===== src/rtl/oled_seq_pkg.sv =====
// oled_seq_pkg
// Shared types and constants for the OLED text sequencer: frame geometry,
// default blank character, FSM state encoding and the row/col -> cell index
// mapping used by both the top level and the cell buffer.
package oled_seq_pkg;

  localparam int ROW_W = 2;
  localparam int COL_W = 4;
  localparam int IDX_W = ROW_W + COL_W;
  localparam int CELLS = 64;

  localparam logic [7:0] BLANK_CHAR_DEF = 8'h20;

  typedef enum logic [2:0] {
    S_IDLE,
    S_ISSUE,
    S_WAIT_ACK,
    S_WAIT_DONE,
    S_C_ISSUE,
    S_C_WAIT_ACK,
    S_C_WAIT_DONE
  } seq_state_t;

  // Cell index is row*16 + col, which is just the concatenation.
  function automatic logic [IDX_W-1:0] cell_idx(input logic [ROW_W-1:0] row,
                                                input logic [COL_W-1:0] col);
    return {row, col};
  endfunction

endpackage


===== src/rtl/oled_seq_cellbuf.sv =====
// oled_seq_cellbuf
// 64x8 character storage with one dirty bit per cell.
// Ports:
//   clk, rst            clock, async active-high reset (all cells blank, clean)
//   wr_en/wr_idx/wr_char host write; stores char and marks the cell dirty
//   clr_all             blank every cell and clear every dirty bit
//   rd_idx -> rd_char, rd_dirty   combinational indexed read
//   dclr_en/dclr_idx    clear one dirty bit (cell handed to the driver)
//   dset_en/dset_idx    set one dirty bit (request that never completed)
//   dirty_any           OR of all dirty bits
// A host write in the same cycle as clr_all or a dirty-clear wins for its cell.
module oled_seq_cellbuf
  import oled_seq_pkg::*;
#(
  parameter logic [7:0] BLANK_CHAR = BLANK_CHAR_DEF
) (
  input  logic             clk,
  input  logic             rst,
  input  logic             wr_en,
  input  logic [IDX_W-1:0] wr_idx,
  input  logic [7:0]       wr_char,
  input  logic             clr_all,
  input  logic [IDX_W-1:0] rd_idx,
  output logic [7:0]       rd_char,
  output logic             rd_dirty,
  input  logic             dclr_en,
  input  logic [IDX_W-1:0] dclr_idx,
  input  logic             dset_en,
  input  logic [IDX_W-1:0] dset_idx,
  output logic             dirty_any
);

  logic [7:0]       mem [CELLS];
  logic [CELLS-1:0] dirty;

  always_ff @(posedge clk or posedge rst) begin
    if (rst) begin
      for (int i = 0; i < CELLS; i++) mem[i] <= BLANK_CHAR;
      dirty <= '0;
    end else begin
      if (clr_all) begin
        for (int i = 0; i < CELLS; i++) mem[i] <= BLANK_CHAR;
        dirty <= '0;
      end else if (dclr_en) begin
        dirty[dclr_idx] <= 1'b0;
      end
      if (dset_en) dirty[dset_idx] <= 1'b1;
      // Last assignment wins: a write always leaves its cell dirty.
      if (wr_en) begin
        mem[wr_idx]   <= wr_char;
        dirty[wr_idx] <= 1'b1;
      end
    end
  end

  assign rd_char   = mem[rd_idx];
  assign rd_dirty  = dirty[rd_idx];
  assign dirty_any = |dirty;

endmodule


===== src/rtl/oled_text_sequencer.sv =====
// oled_text_sequencer
// Keeps an OLED panel in sync with a 4x16 character frame buffer. The host
// writes cells freely; dirty cells are found by a circular scan and sent one
// at a time as showchar requests, and full-screen clears are sent as clear
// requests, all through the driver's single-request ready handshake.
// Ports:
//   clk, rst                        clock, async active-high reset
//   wr_en, wr_row, wr_col, wr_char  host cell write
//   clr_req                         pulse: request a full clear
//   busy                            work pending or request outstanding
//   drv_ready                       driver idle / accepting
//   drv_showchar, drv_clear         one-cycle registered requests
//   drv_char_row/col, drv_charval   request payload, held until next issue
//   err                             sticky driver-timeout flag
// Build option: define OLED_SEQ_WATCHDOG_EN to add a driver-response
// watchdog of WDOG_CYCLES cycles; otherwise err is tied low and waits are
// unbounded.
//
// state         | meaning
// --------------+---------------------------------------------------------
// S_IDLE        | scanning: clear pending -> clear, dirty cell -> issue
// S_ISSUE       | waiting for drv_ready to hand over the scanned cell
// S_WAIT_ACK    | showchar sent, waiting for driver to drop ready
// S_WAIT_DONE   | driver busy, waiting for ready; then advance scan
// S_C_ISSUE     | waiting for drv_ready to send clear
// S_C_WAIT_ACK  | clear sent, waiting for driver to drop ready
// S_C_WAIT_DONE | driver clearing, waiting for ready
module oled_text_sequencer
  import oled_seq_pkg::*;
#(
  parameter int         ROWS        = 4,
  parameter int         COLS        = 16,
  parameter logic [7:0] BLANK_CHAR  = BLANK_CHAR_DEF,
  parameter int         WDOG_CYCLES = 2000000
) (
  input  logic             clk,
  input  logic             rst,
  input  logic             wr_en,
  input  logic [ROW_W-1:0] wr_row,
  input  logic [COL_W-1:0] wr_col,
  input  logic [7:0]       wr_char,
  input  logic             clr_req,
  output logic             busy,
  input  logic             drv_ready,
  output logic             drv_showchar,
  output logic             drv_clear,
  output logic [ROW_W-1:0] drv_char_row,
  output logic [COL_W-1:0] drv_char_col,
  output logic [7:0]       drv_charval,
  output logic             err
);

  if (ROWS * COLS != CELLS || WDOG_CYCLES < 2) begin : g_bad_params
    $error("oled_text_sequencer: need ROWS*COLS == %0d and WDOG_CYCLES >= 2", CELLS);
  end

  seq_state_t       state_q, state_d;
  logic [IDX_W-1:0] scan_q, scan_d;
  logic             clear_pend_q;
  logic             issue_cell, issue_clear;
  logic [7:0]       rd_char;
  logic             rd_dirty, dirty_any;
  logic             wdog_expired, requeue_cell, requeue_clear;

  oled_seq_cellbuf #(.BLANK_CHAR(BLANK_CHAR)) u_cellbuf (
    .clk       (clk),
    .rst       (rst),
    .wr_en     (wr_en),
    .wr_idx    (cell_idx(wr_row, wr_col)),
    .wr_char   (wr_char),
    .clr_all   (issue_clear),
    .rd_idx    (scan_q),
    .rd_char   (rd_char),
    .rd_dirty  (rd_dirty),
    .dclr_en   (issue_cell),
    .dclr_idx  (scan_q),
    .dset_en   (requeue_cell),
    .dset_idx  (scan_q),
    .dirty_any (dirty_any)
  );

  always_ff @(posedge clk or posedge rst) begin
    if (rst) begin
      state_q <= S_IDLE;
      scan_q  <= '0;
    end else begin
      state_q <= state_d;
      scan_q  <= scan_d;
    end
  end

  always_comb begin
    state_d     = state_q;
    scan_d      = scan_q;
    issue_cell  = 1'b0;
    issue_clear = 1'b0;
    unique case (state_q)
      S_IDLE: begin
        if (clear_pend_q)  state_d = S_C_ISSUE;
        else if (rd_dirty) state_d = S_ISSUE;
        else               scan_d  = scan_q + 1'b1;
      end
      S_ISSUE: begin
        if (drv_ready) begin
          issue_cell = 1'b1;
          state_d    = S_WAIT_ACK;
        end
      end
      S_WAIT_ACK: begin
        if (!drv_ready) state_d = S_WAIT_DONE;
      end
      S_WAIT_DONE: begin
        if (drv_ready) begin
          scan_d  = scan_q + 1'b1;
          state_d = S_IDLE;
        end
      end
      S_C_ISSUE: begin
        if (drv_ready) begin
          issue_clear = 1'b1;
          state_d     = S_C_WAIT_ACK;
        end
      end
      S_C_WAIT_ACK: begin
        if (!drv_ready) state_d = S_C_WAIT_DONE;
      end
      S_C_WAIT_DONE: begin
        if (drv_ready) state_d = S_IDLE;
      end
      default: state_d = S_IDLE;
    endcase
    // A timeout abandons the request; the scan pointer stays put so the
    // same cell (or the clear) is retried first.
    if (wdog_expired) begin
      state_d     = S_IDLE;
      scan_d      = scan_q;
      issue_cell  = 1'b0;
      issue_clear = 1'b0;
    end
  end

  // A clr_req coinciding with the clear being issued keeps the flag set so a
  // second clear follows.
  always_ff @(posedge clk or posedge rst) begin
    if (rst)                            clear_pend_q <= 1'b0;
    else if (clr_req || requeue_clear)  clear_pend_q <= 1'b1;
    else if (issue_clear)               clear_pend_q <= 1'b0;
  end

  // Requests are registered so the pulse and its payload appear together,
  // one cycle after the handshake decision.
  always_ff @(posedge clk or posedge rst) begin
    if (rst) begin
      drv_showchar <= 1'b0;
      drv_clear    <= 1'b0;
      drv_char_row <= '0;
      drv_char_col <= '0;
      drv_charval  <= '0;
    end else begin
      drv_showchar <= issue_cell;
      drv_clear    <= issue_clear;
      if (issue_cell) begin
        drv_char_row <= scan_q[IDX_W-1:COL_W];
        drv_char_col <= scan_q[COL_W-1:0];
        drv_charval  <= rd_char;
      end
    end
  end

  assign busy = (state_q != S_IDLE) | clear_pend_q | dirty_any;

`ifdef OLED_SEQ_WATCHDOG_EN
  localparam int WDOG_W = $clog2(WDOG_CYCLES);

  logic [WDOG_W-1:0] wdog_q;
  logic              err_q;

  // Expires on the WDOG_CYCLES-th consecutive cycle spent in one state.
  assign wdog_expired  = (state_q != S_IDLE) && (wdog_q == WDOG_W'(WDOG_CYCLES - 1));
  assign requeue_cell  = wdog_expired &&
                         (state_q inside {S_ISSUE, S_WAIT_ACK, S_WAIT_DONE});
  assign requeue_clear = wdog_expired &&
                         (state_q inside {S_C_ISSUE, S_C_WAIT_ACK, S_C_WAIT_DONE});

  always_ff @(posedge clk or posedge rst) begin
    if (rst) begin
      wdog_q <= '0;
      err_q  <= 1'b0;
    end else begin
      if (state_q == S_IDLE || state_d != state_q) wdog_q <= '0;
      else                                         wdog_q <= wdog_q + 1'b1;
      if (wdog_expired) err_q <= 1'b1;
    end
  end

  assign err = err_q;
`else
  assign wdog_expired  = 1'b0;
  assign requeue_cell  = 1'b0;
  assign requeue_clear = 1'b0;
  assign err           = 1'b0;
`endif

endmodule


===== config.mk =====
export PLATFORM = sky130hd
export DESIGN_NAME = oled_text_sequencer
export DESIGN_NICKNAME = d
export VERILOG_FILES = /design/src/rtl/oled_seq_pkg.sv /design/src/rtl/oled_seq_cellbuf.sv /design/src/rtl/oled_text_sequencer.sv
export SDC_FILE = /design/constraint.sdc
export NUM_CORES = 1
export LEC_CHECK = 0
export ABC_AREA = 1
export CAP_MARGIN = 15
export CORE_ASPECT_RATIO = 1.2
export CORE_MARGIN = 2
export CORE_UTILIZATION = 40
export CTS_CLUSTER_DIAMETER = 80
export DETAILED_ROUTE_END_ITERATION = 12
export GPL_TIMING_DRIVEN = 0
export PLACE_DENSITY = 0.55
export SKIP_CTS_REPAIR_TIMING = 1
export SLEW_MARGIN = 25
export SYNTH_ARGS = -nofsm -noshare
export SYNTH_HDL_FRONTEND = slang
export SYNTH_SLANG_ARGS = --single-unit

===== constraint.sdc =====
create_clock -name clk -period 21.7 [get_ports clk]
set_clock_uncertainty 0.15 [all_clocks]
set_input_delay 2.17 -clock clk [delete_from_list [all_inputs] [get_ports clk]]
set_output_delay 2.17 -clock clk [all_outputs]
set_load 0.02 [all_outputs]

==> reports/metrics.csv, run 1 <==
metric,value,unit
status,"finished, final reports clean",
critical-path-top-delay-family,simple AND/OR/NAND/NOR gates,
drc,0,
final_nets,3784,
grt-ovfl-total,0,
switching_share,42.1,%
finalCriticalPeriod,5.38,ns
yosysMostFrequentCell,nand2_1,
track_usage,36.6,%
clkPwrFrac,30.9,%
cp_slowest_stage_delay,0.93,ns
cp-start-kind,primary input,
setup_viol,0,
p_leak,0.0154,uW
cts.clk_slew.worst_paths,0.06,ns
ant_nets,0,
dp_cells,4620,
synth_compound_area_share,14.2,%
insertion_delay,0.62,ns
layout_setup_ws,16.32,ns
drtIter0Drc,4191,
critPathArrivalTime,5.68,ns
vias_per_cell,6.05,
power,3870,uW
holdPathStages,2,
power.switching,1630,uW
seq_power_share,34.9,%
synth-edff-count,0,
worst_setup_path_end_kind,flop,
synth.area.mux_share,0,%
syn_avg_cell_area,7.89,sq um
synth_fa_ha_area_share,0.0434,%
start_util,40.5,%
internal_power,2240,uW
place_congestion,1.03,
r2r_end,drv_charval[2],
floorplan.die.width,249,microns
num_vias,28700,
grt_max_degree,95,
rrSetupSlack,17.54,ns
clockRootBuffer,clkbuf_16,
die_area,74200,sq um
p_comb_share,34.1,%
relSlewSlack,14.7,%
cts_tree,yes,
die_h,298,microns
final.setup.tns,0,ns
cts_buffers,68,
clockBufferDepth,3,
floorplan.rows,107,
synth_xor_area_share,0.152,%
tightest_slew,1.28,ns
dp_hpwl,97500,microns
reg2reg_from,scan_q[1],
synth_area_leader_cell,dfrtp_1,
rsz0062_at_grt,false,
area_delta_synth_final,14.2,%
worstSetupPathType,in -> reg,
fin_crit_sh,24.8,%
wirelength,137000,microns
grt_pass1_vias,26700,
cellPowerDensity,118,nW/um^2
synth_cell_types,33,
drive_above_1_share,6.89,%
layoutNonFillerInstCount,4747,
io_buffers,34,
worstPathCellList,"clkdlybuf4s50_1, inv_1, nor3_4, nand2_1, clkbuf_1, nand3_1, o21ai_0",
synthDominantCellAreaShare,46.7,%
syn-cell-area,28800,sq um
maxCapViolations,0,
synth_common_cells,"nand2_1, o21ai_0, nand3_1, dfrtp_1, clkbuf_1",
ys_warn_count,0,
io_pins,37,
hold_viol,0,
ys_seq_elements,602,
synthArstFlopShare,100,%
slew_viol_final,0,
ys.flop_type,dfrtp_1,
min-delay-start,drv_char_col[3],
critPathBufInv,3,
worstPathRequired,22.00,ns
clock-sinks,602,
ys_seq_area_share,52.6,%
hp-class,reg -> reg,
max_freq,186,MHz
synth_top_family_by_area,simple AND/OR/NAND/NOR gates,
critPathSlowestCell,nor3_4,
synthSimpleGateAreaFrac,26.9,%
min_to,drv_char_col[3],
htreeDepth,3,
grt_pass1_wl,195000,microns
yosys-top-cells-area,"dfrtp_1, nand2_1, o21ai_0",
reg2reg_depth,13,
wire_per_inst,28.9,microns
antenna_found_initial,5,
dp_slack,16.00,ns
drt_first_pass_iters,7,
syn_inst,3648,
ir_drop,0.0000567,V
syn-num-nets,3668,
core,71100,sq um
path_max_fanout,10,
==> flip-flops by register name, summed over array words and instances, names as in the netlist <==
signal,count
scan_q,6
drv_showchar,1
u_cellbuf.dirty,64
clear_pend_q,1
u_cellbuf.mem,512
drv_clear,1
drv_char_row,2
state_q,3
drv_char_col,4
drv_charval,8
==> through the flow <==
step,utilization [%],area (sq um),hold slack (ns)
after global routing,46.2,32900,0.356
after CTS,46.2,32900,0.336
after floorplan,-,28800,0.306
after global placement,42.6,30300,0.315
after detailed placement,43.1,30600,0.323
final,46.3,32900,0.328
==> worst max path at each step <==
| stage | slack, ns | endpoint | from | cells past startpoint |
|---|---|---|---|---|
| 3_3_place_gp | -5.71 | u_cellbuf.mem[220] | rst | 2 |
| 6_report | 16.32 | u_cellbuf.mem[231] | wr_col[0] | 7 |
| 4_1_cts | 16.64 | u_cellbuf.mem[231] | wr_col[0] | 7 |
| 5_1_grt | 16.40 | u_cellbuf.mem[231] | wr_col[0] | 7 |
| 3_5_place_dp | 16.00 | u_cellbuf.mem[231] | wr_col[0] | 7 |
| 2_1_floorplan | 2.63 | clear_pend_q | rst | 1 |
==> metal layers <==
metal / wire length (microns) / GRT usage [%] / part of all wire, % / vias to the layer above
met5: 0 / 0 / 0 / -
met4: 9430 / 22.9 / 6.9 / 0
met3: 14000 / 6.62 / 10 / 383
met2: 59200 / 54.6 / 43 / 1719
met1: 54700 / 49.3 / 40 / 14200
li1: - / - / - / 12400
==> worst register-to-register path, stage by stage (launching register included) <==
cell      delay (ns)
dfrtp_1         0.34
buf_2           0.24
nor2_2          0.19
nand2_1         0.33
clkinv_1        0.64
buf_2           0.54
nand2_1         0.12
nand4_1         0.11
o21ai_0         0.61
nand2_1         0.27
inv_1           0.14
nand3_1         0.21
nand2_1         0.11
inv_1           0.04
==> cell type report <==
| cell class | count | area, sq um |
|---|---|---|
| clock inverters | 16 | 186 |
| clock buffers | 105 | 2060 |
| multi-input cells | 2590 | 12000 |
| inverters | 185 | 702 |
| well taps | 926 | 1160 |
| plain buffers | 271 | 1090 |
| flip-flops and latches | 602 | 15100 |
| diodes | 6 | 15.0 |
| fillers | 7312 | 38200 |
| repair buffers | 46 | 566 |
==> cell families after synthesis <==
group,count (synthesis)
AOI/OAI and AO/OA,776
xor gates and xnor gates,5
adders and majority gates,1
buffers and inverters,456
DFF,602
other,1
and+or+nand+nor,1807
==> cell usage in the layout, fill, tap and decap left out, drive strengths merged, types with 16 or more instances in the layout <==
master         count
dfstp             64
nand3            573
a21oi            111
clkdlybuf4s50     34
o21ai            575
nor3              21
buf               72
nand2           1010
nor4              18
dfrtp            538
nor2             151
a22oi             17
o211ai            50
clkinv            19
inv              177
a31oi             16
clkbuf           316
==> power groups by stage <==
stage / Clock, uW / Sequential [uW] / Combinational [uW]
final: 1200 / 1350 / 1320
after global routing: 1240 / 1360 / 1350
after CTS: 1200 / 1350 / 1260
after detailed placement: 0 / 1370 / 1260
after global placement: 0 / 1370 / 1240
after floorplan: 0 / 1360 / 623
No activity file was read; power rests on OpenSTA's default activity.
==> run 2, diff against run 1 <==
--- a/config.mk
+++ b/config.mk
@@ -13,7 +13,7 @@
 export CTS_CLUSTER_DIAMETER = 80
 export DETAILED_ROUTE_END_ITERATION = 12
 export GPL_TIMING_DRIVEN = 0
-export PLACE_DENSITY = 0.55
+export PLACE_DENSITY = 0.57
 export SKIP_CTS_REPAIR_TIMING = 1
 export SLEW_MARGIN = 25
 export SYNTH_ARGS = -nofsm -noshare
==> constraint.sdc (replaced) <==
create_clock -name clk -period 4.4 [get_ports clk]
set_clock_uncertainty 0.15 [all_clocks]
set_input_delay 0.44 -clock clk [delete_from_list [all_inputs] [get_ports clk]]
set_output_delay 0.44 -clock clk [all_outputs]
set_load 0.02 [all_outputs]
==> run 2 against run 1 <==
Compared with the run above: sequential share of layout area down 0.49 points; highest routed layer is now met5; cell count up 0.23%; clock-buffer cell count down 8; via count down 0.27%; global-route usage down 1.5 points; final area up 1.1%; total power rose to 4.9 times the previous value; first-iteration DRC count down 14%.
==> reports/metrics.csv, run 2 (same netlist as run 1, synthesis figures left out) <==
metric,value,unit
reg2reg_depth,15,
cts_buffers,68,
cts_tree,yes,
dp_hpwl,92600,microns
status,"finished, final reports clean",
wire_per_inst,27.6,microns
insertion_delay,0.63,ns
drtIter0Drc,3584,
maxCapViolations,0,
layout_common_cells,"nand2_1, o21ai_0, nand3_1, dfrtp_1, clkbuf_1",
critPathBufInv,4,
reg2reg_from,scan_q[1],
grt-ovfl-total,0,
largest_reg_flops,512,
io_pins,37,
tightest_slew,1.25,ns
top_register,u_cellbuf.mem,
ir_drop,0.000368,V
hp-class,in -> async,
cp_slowest_stage_delay,0.67,ns
floorplan.die.width,249,microns
drt_first_pass_iters,5,
core,71100,sq um
grt_use_met3,6.57,%
critical-path-top-delay-family,simple AND/OR/NAND/NOR gates,
die_h,298,microns
cts.clk_slew.worst_paths,0.06,ns
area_delta_synth_final,15.5,%
clockBufferDepth,3,
num_vias,28700,
track_usage,35.1,%
drc,0,
place_congestion,1.07,
dp_slack,0.427,ns
slew_viol_final,0,
floorplan.rows,107,
fillerInstances,7208,
use_met2,52.4,%
critPathArrivalTime,4.51,ns
cp-start-kind,flop,
max_freq,241,MHz
grt_max_degree,32,
finalCriticalPeriod,4.15,ns
r2r_end,drv_charval[3],
worst_setup_path_end_kind,flop,
worstPathCellList,"buf_2, nor2_2, nand2_1, clkinv_1, buf_2, nand2_1, nand2_1, nor2_1, nand3_1, nand2_1, nand2_1, nor2_1, nand3_1, nand2_1, inv_1",
final_nets,3799,
ant_nets,0,
reg_top3,"u_cellbuf.mem (512), u_cellbuf.dirty (64), drv_charval (8)",
path_max_fanout,10,
vias_per_cell,6.02,
rrSetupSlack,0.25,ns
clock-sinks,602,
critPathSlowestCell,clkinv_1,
io_buffers,34,
worstPathRequired,4.76,ns
cellPowerDensity,574,nW/um^2
fin_crit_sh,94.3,%
hold_viol,0,
grt_pass1_vias,26800,
busiest_layer,met2,
wirelength,131000,microns
relSlewSlack,16.7,%
multi_input_area,12000,sq um
power,19100,uW
clockRootBuffer,clkbuf_16,
grt_pass1_wl,189000,microns
crit_path_frequent_cell,nand2_1,
htreeDepth,3,
worstSetupPathType,reg -> reg,
final_common_cell,nand2_1,
rsz0062_at_grt,false,
die_area,74200,sq um
met1_usage,47.3,%
layout_setup_ws,0.251,ns
p_leak,0.0155,uW
seq_area,15100,sq um
start_util,40.5,%
antenna_found_initial,4,
setup_viol,0,
drive_above_1_share,7.33,%
run 2: cell count changes in the layout (fill, tap and decap cells not counted), sizes merged:
cell / change
buf: +15
bufinv: +2
clkbuf: -8
clkinv: -3
clkinvlp: +9
diode: -5
inv: +1
run 2: through the flow:
step / cells / TNS, ns / hold slack (ns) / utilization, % / cell area [sq um]
global route: 4757 / 0 / 0.0471 / 46.8 / 33200
global placement: 4608 / -5032.38 / 0.320 / 42.6 / 30300
detailed placement: 4634 / 0 / 0.326 / 43.5 / 30900
finish: 4758 / 0 / 0.00993 / 46.8 / 33200
floorplan: 3648 / -2471.02 / 0.306 / - / 28800
CTS: 4756 / 0 / 0.00288 / 46.7 / 33200
run 2: worst max path at each step:
stage / slack, ns / cells past startpoint / start / end
global placement: -8.80 / 2 / rst / u_cellbuf.mem[63]
finish: 0.25 / 15 / scan_q[1] / drv_charval[3]
detailed placement: 0.43 / 15 / scan_q[1] / drv_charval[3]
CTS: 0.40 / 15 / scan_q[1] / drv_charval[3]
global route: 0.22 / 15 / scan_q[1] / drv_charval[3]
floorplan: -4.35 / 1 / rst / clear_pend_q
run 2: cell type report:
type	instances	area share [%]
clock buffer	97	5.93
sequential	602	45.5
clock inverter	25	0.941
tap	926	3.48
timing repair buffer	61	2.74
multi-input combinational	2590	36.0
buffer	271	3.26
inverter	185	2.10
antenna	1	0.00753
run 2: power breakdown:
| group | total, uW | internal (uW) | switching [uW] |
|---|---|---|---|
| combinational | 6470 | 1370 | 5100 |
| sequential | 6650 | 6230 | 414 |
| clock | 5970 | 3490 | 2480 |
| total | 19100 | 11100 | 7990 |
run 2: layer usage:
| metal | up-vias | part of all wire [%] |
|---|---|---|
| li1 | 12500 | - |
| met3 | 369 | 9.4 |
| met5 | - | 0.021 |
| met4 | 4 | 6.9 |
| met2 | 1591 | 43 |
| met1 | 14200 | 41 |
